$ cat config.mk
export PLATFORM = sky130hd
export DESIGN_NAME = seg_scan_ctrl
export DESIGN_NICKNAME = d
export VERILOG_FILES = /design/src/rtl/seg_scan_ctrl.sv
export SDC_FILE = /design/constraint.sdc
export NUM_CORES = 1
export LEC_CHECK = 0
export CAP_MARGIN = 40
export CORE_MARGIN = 1
export CORE_UTILIZATION = 35
export DETAILED_ROUTE_END_ITERATION = 16
export GPL_TIMING_DRIVEN = 0
export MAX_ROUTING_LAYER = met4
export PLACE_DENSITY = 0.6
export SLEW_MARGIN = 10
export SYNTH_ARGS = -nofsm -noshare
export SYNTH_HDL_FRONTEND = slang
export SYNTH_SLANG_ARGS = --single-unit
$ cat constraint.sdc
create_clock -name clk -period 2.5 [get_ports clk]
set_input_delay 0.5 -clock clk [delete_from_list [all_inputs] [get_ports clk]]
set_output_delay 0.5 -clock clk [all_outputs]
set_load 0.1 [all_outputs]
$ cat src/rtl/seg_scan_ctrl.sv
// Multiplexed 7-segment scan controller with a double-buffered display word,
// per-digit blanking and a one-cycle dark guard between digit slots.
module seg_scan_ctrl #(
    parameter int NUM_DIGITS  = 4,
    parameter int REFRESH_DIV = 50000
) (
    input  logic                    clk,
    input  logic                    rst_n,
    input  logic                    load_valid,
    input  logic [4*NUM_DIGITS-1:0] load_data,
    input  logic [NUM_DIGITS-1:0]   load_blank,
    output logic                    load_ready,
    output logic [3:0]              digit_nib,
    output logic [NUM_DIGITS-1:0]   digit_sel,
    output logic                    frame_done
);

    localparam int DATA_W = 4 * NUM_DIGITS;
    localparam int IDX_W  = $clog2(NUM_DIGITS);
    localparam int CNT_W  = $clog2(REFRESH_DIV);

    localparam logic [IDX_W-1:0]      LAST_IDX = IDX_W'(NUM_DIGITS - 1);
    localparam logic [CNT_W-1:0]      CNT_MAX  = CNT_W'(REFRESH_DIV - 1);
    localparam logic [IDX_W-1:0]      IDX_ZERO = {IDX_W{1'b0}};
    localparam logic [CNT_W-1:0]      CNT_ZERO = {CNT_W{1'b0}};
    localparam logic [DATA_W-1:0]     DATA_ZERO = {DATA_W{1'b0}};
    localparam logic [NUM_DIGITS-1:0] SEL_OFF  = {NUM_DIGITS{1'b1}};
    localparam logic [NUM_DIGITS-1:0] MASK_ZERO = {NUM_DIGITS{1'b0}};

    typedef enum logic [1:0] {
        EMPTY = 2'd0,
        SCAN  = 2'd1,
        GUARD = 2'd2
    } state_t;

    state_t                  state_r;
    logic [IDX_W-1:0]        idx_r;
    logic [CNT_W-1:0]        cnt_r;
    logic                    pending_r;
    logic [DATA_W-1:0]       shadow_data_r;
    logic [NUM_DIGITS-1:0]   shadow_blank_r;
    logic [DATA_W-1:0]       active_data_r;
    logic [NUM_DIGITS-1:0]   active_blank_r;

    state_t                  state_nxt_s;
    logic [IDX_W-1:0]        idx_nxt_s;
    logic [CNT_W-1:0]        cnt_nxt_s;
    logic                    pending_nxt_s;
    logic [DATA_W-1:0]       shadow_data_nxt_s;
    logic [NUM_DIGITS-1:0]   shadow_blank_nxt_s;
    logic [DATA_W-1:0]       active_data_nxt_s;
    logic [NUM_DIGITS-1:0]   active_blank_nxt_s;
    logic                    frame_nxt_s;
    logic [NUM_DIGITS-1:0]   sel_nxt_s;
    logic [3:0]              nib_nxt_s;
    logic                    xfer_s;
    logic                    tick_s;

    function automatic logic [3:0] nib_at(input logic [DATA_W-1:0] data,
                                          input logic [IDX_W-1:0]  idx);
        logic [3:0] nib;
        nib = 4'd0;
        for (int i = 0; i < NUM_DIGITS; i++) begin
            nib = (idx == IDX_W'(i)) ? data[4*i +: 4] : nib;
        end
        return nib;
    endfunction

    // Active-low anode pattern: only the indexed digit lights, and only if not blanked.
    function automatic logic [NUM_DIGITS-1:0] sel_for(input logic [IDX_W-1:0]      idx,
                                                      input logic [NUM_DIGITS-1:0] blank);
        logic [NUM_DIGITS-1:0] sel;
        sel = SEL_OFF;
        for (int i = 0; i < NUM_DIGITS; i++) begin
            sel[i] = (idx != IDX_W'(i)) || blank[i];
        end
        return sel;
    endfunction

    assign load_ready = ~pending_r;
    assign xfer_s     = load_valid & ~pending_r;
    assign tick_s     = (cnt_r == CNT_MAX);

    // Next-state, buffer and registered-output precomputation.
    always_comb begin
        state_nxt_s        = state_r;
        idx_nxt_s          = idx_r;
        cnt_nxt_s          = cnt_r;
        pending_nxt_s      = pending_r;
        shadow_data_nxt_s  = shadow_data_r;
        shadow_blank_nxt_s = shadow_blank_r;
        active_data_nxt_s  = active_data_r;
        active_blank_nxt_s = active_blank_r;
        frame_nxt_s        = 1'b0;

        case (state_r)
            EMPTY: begin
                cnt_nxt_s = CNT_ZERO;
                idx_nxt_s = IDX_ZERO;
                // Nothing is on display yet, so the first word bypasses the shadow.
                if (xfer_s) begin
                    state_nxt_s        = SCAN;
                    active_data_nxt_s  = load_data;
                    active_blank_nxt_s = load_blank;
                end else begin
                    state_nxt_s = EMPTY;
                end
            end
            SCAN: begin
                if (tick_s) begin
                    state_nxt_s = GUARD;
                    cnt_nxt_s   = CNT_ZERO;
                    frame_nxt_s = (idx_r == LAST_IDX);
                end else begin
                    cnt_nxt_s = cnt_r + CNT_W'(1);
                end
                if (xfer_s) begin
                    shadow_data_nxt_s  = load_data;
                    shadow_blank_nxt_s = load_blank;
                    pending_nxt_s      = 1'b1;
                end else begin
                    pending_nxt_s = pending_r;
                end
            end
            GUARD: begin
                state_nxt_s = SCAN;
                cnt_nxt_s   = CNT_ZERO;
                // Frame wrap: the only point where a pending word reaches the display.
                if (idx_r == LAST_IDX) begin
                    idx_nxt_s = IDX_ZERO;
                    if (pending_r) begin
                        active_data_nxt_s  = shadow_data_r;
                        active_blank_nxt_s = shadow_blank_r;
                        pending_nxt_s      = 1'b0;
                    end else begin
                        pending_nxt_s = pending_r;
                    end
                end else begin
                    idx_nxt_s = idx_r + IDX_W'(1);
                end
                if (xfer_s) begin
                    shadow_data_nxt_s  = load_data;
                    shadow_blank_nxt_s = load_blank;
                    pending_nxt_s      = 1'b1;
                end else begin
                    shadow_data_nxt_s = shadow_data_nxt_s;
                end
            end
            default: begin
                state_nxt_s   = EMPTY;
                idx_nxt_s     = IDX_ZERO;
                cnt_nxt_s     = CNT_ZERO;
                pending_nxt_s = 1'b0;
            end
        endcase

        if (state_nxt_s == SCAN) begin
            sel_nxt_s = sel_for(idx_nxt_s, active_blank_nxt_s);
        end else begin
            sel_nxt_s = SEL_OFF;
        end

        if (state_nxt_s == EMPTY) begin
            nib_nxt_s = 4'd0;
        end else begin
            nib_nxt_s = nib_at(active_data_nxt_s, idx_nxt_s);
        end
    end

    // State, buffers and registered outputs; reset discards all display data.
    always_ff @(posedge clk or negedge rst_n) begin
        if (!rst_n) begin
            state_r        <= EMPTY;
            idx_r          <= IDX_ZERO;
            cnt_r          <= CNT_ZERO;
            pending_r      <= 1'b0;
            shadow_data_r  <= DATA_ZERO;
            shadow_blank_r <= MASK_ZERO;
            active_data_r  <= DATA_ZERO;
            active_blank_r <= MASK_ZERO;
            digit_sel      <= SEL_OFF;
            digit_nib      <= 4'd0;
            frame_done     <= 1'b0;
        end else begin
            state_r        <= state_nxt_s;
            idx_r          <= idx_nxt_s;
            cnt_r          <= cnt_nxt_s;
            pending_r      <= pending_nxt_s;
            shadow_data_r  <= shadow_data_nxt_s;
            shadow_blank_r <= shadow_blank_nxt_s;
            active_data_r  <= active_data_nxt_s;
            active_blank_r <= active_blank_nxt_s;
            digit_sel      <= sel_nxt_s;
            digit_nib      <= nib_nxt_s;
            frame_done     <= frame_nxt_s;
        end
    end

endmodule
Word-level counts from Yosys, hierarchy flattened:

Cells that the tools add are included.

* flip-flop bits (word level): 70
* bits of input ports: 23
* output and inout bits: 10
* word-level logic and storage cells: 67

* $add $sub $neg: 2
* equal/unequal tests: 13
* multiplexer cells: 27
* bitwise logic cells: 3
* reductions and logical operators: 11

Operators with widths (count)
* 16-bit two-way mux: 5
* 4-bit two-way mux: 9
* 16-bit one-hot mux with 2 select lines: 1
* 16-bit by 1-bit adder with 16-bit output, second input constant: 1
* 16-bit equality test, second input constant: 1
* 2-bit equality test, second input constant: 4
* 4-bit one-hot mux with 2 select lines: 1
* 2-bit by 1-bit equality test with 1-bit output, second input constant: 3
* 2-bit zero test: 3
* 1-bit two-way mux: 6
* 2-bit inequality test, second input constant: 3
* 2-bit one-hot mux with 3 select lines: 1
* 1-bit logical OR: 4
* 2-bit two-way mux: 2
* 2-bit one-hot mux with 2 select lines: 1
* 3-bit inequality test, second input constant: 1
* 1-bit one-hot mux with 3 select lines: 1
* 3-bit AND reduction: 1
* 2-bit by 1-bit adder with 2-bit output, second input constant: 1
* 2-bit by 1-bit inequality test with 1-bit output, second input constant: 1
* 1-bit inverter: 2
* 2-bit AND reduction: 1
* 2-bit nonzero test: 1
* 2-bit OR reduction: 1
* 1-bit AND: 1

Longest topological paths before layout:

Gate-level depths: netlist (run 1).

* depth in word-level cells: 9
* gate-level depth with buffers: 9
* depth with buffers taken out: 7

Worst setup path after synthesis (run 1):

No wires, ideal clock.

* path type: reg-to-reg
* from: register state_r[0]
* to: register digit_nib[1]
* setup time: 0.124 ns
* arrival: 1.780 ns
* required time: 2.376 ns
* slack: 0.596 ns
* stages on the path, launching flop included: 9
* path buffers: 2
* clock period less this slack: 1.904 ns
* path through: dfrtp_1 inv_1 ha_1 and3_1 buf_6 buf_2 a222oi_1 mux2i_1 o2bb2ai_1

* word-level cells in the longest chain between the ends: 8
* elaborated cells between the ends (all ways): 17
* classes of those cells: eq/ne (5); mux (9); reduce/logical (3)

Ends and longest elaborated chain
* start, declared: line 36 `state_t state_r;`
* start signal, assigned: line 185 `state_r <= state_nxt_s;`
* 2-bit equality test / 2-bit by 1-bit equality test with 1-bit output (equally long branches): line 96 `case (state_r)`
* 2-bit one-hot mux with 2 select lines: line 96
* 2-bit zero test: line 64 `nib = (idx == IDX_W'(i)) ? data[4*i +: 4] : nib;`
* 4-bit two-way mux (4 in series): line 64
* 4-bit two-way mux *: line 163 `if (state_nxt_s == EMPTY) begin`
* net nib_nxt_s[1]: line 55 `logic [3:0] nib_nxt_s;`
* end signal, assigned: line 194 `digit_nib <= nib_nxt_s;`
* end, declared: line 13 `output logic [3:0] digit_nib,`

Mark *: on every way through the listed nets, which the timed path passes. The rest lies on a longest branch.
A chain may end at the register's enable or synchronous reset.

Final worst setup path (run 1):

* from: register state_r[0]
* to: register digit_nib[2]

Same word-level chain as after synthesis.

==> summary by stage, run 1 <==
Place
The number of placed instances, taps included, is 409. Detailed placement finished with a half-perimeter wire length of 4430 um. The pre-CTS setup slack is 0.0696 ns. The count of input and output buffers is 32. The congestion estimate from routability-driven global placement came to 0.759.

Drt
After detailed routing, the average wire length per cell comes to 15.3 um. The first routing iteration left 117 violations. The count of antenna-violating nets left after detailed routing is 0. The routed layout has 2147 vias. The via density per instance is 5.05. After detailed routing, the number of remaining DRC violations is 0. The detailed-route wire length is 6520 um. Before antenna repair, the detailed router went through 7 iterations.

Worst setup path
The launching element of the worst setup path is state_r[0]. Data on the critical path arrives at its endpoint at 2.50 ns. For this run, the slowest stage of the critical path takes 0.49 ns. Counting cells, the worst reg-to-reg path comes to 6.

The startpoint of the lowest-slack register-to-register path is state_r[0]. The setup slack on the worst flop-to-flop path is 0.26 ns. The worst setup path is of the flop to flop kind.

STA puts the critical path data required time at 2.76 ns. The critical path goes through inv_1 -> ha_1 -> nor4b_1 -> a31oi_1 -> nand4b_1 -> o2bb2ai_1. The highest net fanout along the worst path is 6. The sort of element at the end of the critical path is a flop. For this design, the slowest cell found on the critical path is a31oi_1. The sort of element at the start of the critical path is a flop.

The worst register-to-register path ends at digit_nib[2].

Yosys
The total number of yosys warnings is 0. Synthesis produced a netlist with a net count of 288. After synthesis, the largest area contributor takes up 52.5% of total cell area. The cell area after synthesis is 0.00314 mm^2. The number of distinct library cells after synthesis is 41.

Counting flops with an async set or reset pin after synthesis yields a share of 100%. In the post-synthesis netlist, the biggest area contributors are dfrtp_1 53%, mux2_2 7.5%, a222oi_1 3.8%. The post-synthesis sequential area ratio is 55.9%. The most common cell in the netlist is dfrtp_1. The flip-flop cell with the highest count after synthesis is dfrtp_1. The number of cells produced by synthesis is 258.

The number of enable-type register cells in the synthesized netlist is 0. The biggest area contributor in the post-synthesis netlist is dfrtp_1. The mean area per synthesized cell is 12.2 um^2. Counting instances in the post-synthesis netlist gives the leading cell types as 66 x dfrtp_1, 21 x inv_1, 21 x mux2_2, 19 x nor2_1, 12 x a222oi_1. In this run, synthesis produced a sequential element count of 70.

Hold path
For hold timing, the worst endpoint is cnt_r[0]. The tightest min-delay check is of the flop to flop type. The instance count along the most critical hold path is 1. The worst hold path startpoint is cnt_r[0].

STA
Setup violations remaining at the end of the flow were counted as 0. The final worst slack is 0.260 ns. The worst slack on hold paths is 0.458 ns. The max-slew violation total from the final report is 0. The minimum clock period is 2.24 ns. Setup repair after global routing left no endpoint under its margin.

The hold violation count in the final report came to 0. Between clock sinks in the finished design, the worst skew comes to 0.00949 ns. The fmax is 446 MHz. At the pin with the least slew margin, the transition time is 0.683 ns. The relative max-transition margin is 54.5%. After layout, the worst path uses 89.6% of the clock period.

Power
The analysis attributes to net switching a power of 0.482 mW. The total power density per cell area is 546 mW/mm^2. The internal power is 1.68 mW. Overall power consumption after layout is estimated at 2.17 mW. The clock network is responsible for 40.5% of the overall power. In this run the static leakage power is 2.01 nW.

The combinational fraction of design power is 4.7%. VDD sags by at most 0.342 mV. Of the total power, the share spent switching nets is 22.2%. Of the total power, registers draw 54.8%.

Cells and area
The area growth from synthesis to layout is 26.4%. The area occupied by multi-input gates is 0.00124 mm^2. The number of antenna diodes in the final layout is 0. The number of nets in the layout is 343. The utilization of the core after routing is 45.5%. The area occupied by registers is 0.00176 mm^2. For this run, the number of standard cells in the final layout without fillers is 425. Of the cells placed in the final design, the portion with a size suffix greater than 1 is 21.5%. The number of fillers in the final layout is 798.

CTS
After clock tree synthesis, the repair step resized 0 gates. The worst-case clock buffer depth is 2. Clock latency on the worst-skew pair, taken at its later pin, is 0.34 ns. The total number of H-tree levels is 3. After clock tree synthesis, the clock-pin slew on the worst setup and hold paths is 0.08 ns.

The clock tree from TritonCTS is done. The number of clock sinks is 70. The cell at the root of the clock tree is clkbuf_8. The number of buffers created by CTS is 9.

Floorplanning
In this run the standard cell core region covers 0.00872 mm^2. The initial utilization of the core area, before any placement, comes to 36.0%. For this design the top-level I/O count stands at 33. The standard-cell row count is 34. The floorplan step defined a die boundary enclosing 0.00936 mm^2. The width of the die is 96.8 um. The die is 96.8 um tall.

GRT
The first global-routing pass estimated 10900 um of wire. The largest net degree at the start of global routing is 64. The total congestion overflow is 0. Global routing used 15.2% of the available tracks. The number of antenna violations at the first check in global routing is 0. The number of global-route vias before repair was 2168.

Outcome
The run finished with clean final reports.

Flow run
The max-cap violation count is 0.
worst max-delay path by stage:
stage | endpoint | slack (ns) | cells after the start
floorplan | digit_nib[1] | 0.60 | 8
global placement | active_data_r[5] | -1.50 | 1
detailed placement | digit_nib[0] | 0.07 | 8
CTS | digit_nib[0] | 0.23 | 7
global route | digit_nib[0] | 0.08 | 7
finish | digit_nib[2] | 0.26 | 6
metal layers:
layer / vias to the layer above / GRT usage (%) / part of all wire, % / wire length (um)
li1: 1039 / - / - / -
met1: 1071 / 19.3 / 47 / 3080
met2: 32 / 23.7 / 49 / 3190
met3: 5 / 4.26 / 2.9 / 186
met4: 0 / 4.48 / 0.81 / 53
met5: - / - / 0 / 0
what timing repair did:
action / in CTS / in global routing
buffers inserted: 0 / 0
hold buffers: 1 / 0
setup endpoints to repair: 0 / 0
endpoints found under the hold margin: 7 / 0
registers in the layout, indices dropped and copies added, names as in the netlist:
signal          cells
active_blank_r      4
digit_nib           4
digit_sel           4
state_r             2
idx_r               2
frame_done          1
active_data_r      16
pending_r           1
shadow_blank_r      4
cnt_r              16
shadow_data_r      16
cell type report:
type	count	share of cell area [%]
repair buffers	44	12.7
clock buffers	9	3.12
clock inverters	6	1.61
multi-input cells	156	31.3
inverters	21	1.98
well taps	108	3.40
plain buffers	11	1.61
flip-flops and latches	70	44.2
layout by cell type (no fill, tap or decap), types with 6 or more instances in the layout:
cell and n:
clkbuf_8 9, a22o_1 6, xor2_1 8, buf_2 6, clkdlybuf4s50_1 31, mux2_2 21, a222oi_1 12, mux2i_1 8
nor2_1 19, nand3_1 9, dfrtp_1 66, nand2_1 9, nand4_1 7, inv_1 21, and3_1 6, ha_1 7
buf_8 10
per-stage QoR:
step | area, um^2 | setup TNS [ns]
after floorplan | 3140 | 0
after global placement | 3600 | -101.26
after detailed placement | 3770 | 0
after CTS | 3970 | 0
after global routing | 3970 | 0
final | 3970 | 0
cell families (layout without fill, tap and decap cells):
logic type	after synthesis	count (layout)	share of synthesized area, %
buf+inv	32	91	4.54
compound gates	43	43	12.2
mux	29	29	10.1
fa+ha+maj	7	7	2.79
simple gates	64	64	10.9
xor+xnor	13	13	3.62
flops	70	70	55.9
power by group through the flow:
stage | clock network [mW] | registers, mW | logic [mW]
after global placement | 0 | 1.21 | 0.0971
final | 0.877 | 1.19 | 0.103
after detailed placement | 0 | 1.21 | 0.105
after global routing | 0.953 | 1.19 | 0.114
after CTS | 0.905 | 1.19 | 0.106
after floorplan | 0 | 1.20 | 0.0330
critical path, delay by kind of cell (launching register included):
| family | cells | cell delay, ns |
|---|---|---|
| compound gates | 2 | 0.75 |
| fa+ha+maj | 1 | 0.37 |
| buf+inv | 1 | 0.10 |
| flops | 1 | 0.42 |
| simple gates | 2 | 0.51 |
Power figures use the tool's default switching activity.
==> run 2: changes to the inputs <==
--- a/config.mk
+++ b/config.mk
@@ -14,2 +14,3 @@
 export PLACE_DENSITY = 0.6
+export SETUP_SLACK_MARGIN = 0.05
 export SLEW_MARGIN = 10
==> constraint.sdc (replaced) <==
create_clock -name clk -period 2.5 [get_ports clk]
set_input_delay 0.375 -clock clk [delete_from_list [all_inputs] [get_ports clk]]
set_output_delay 0.375 -clock clk [all_outputs]
set_load 0.1 [all_outputs]
==> results of run 2 <==
Same layout as run 1 (identical final DEF). Status: finished clean.
Among the figures that moved: setup slack after placement 0.0696 ns -> 0.195 ns; hold slack 0.458 ns -> 0.391 ns
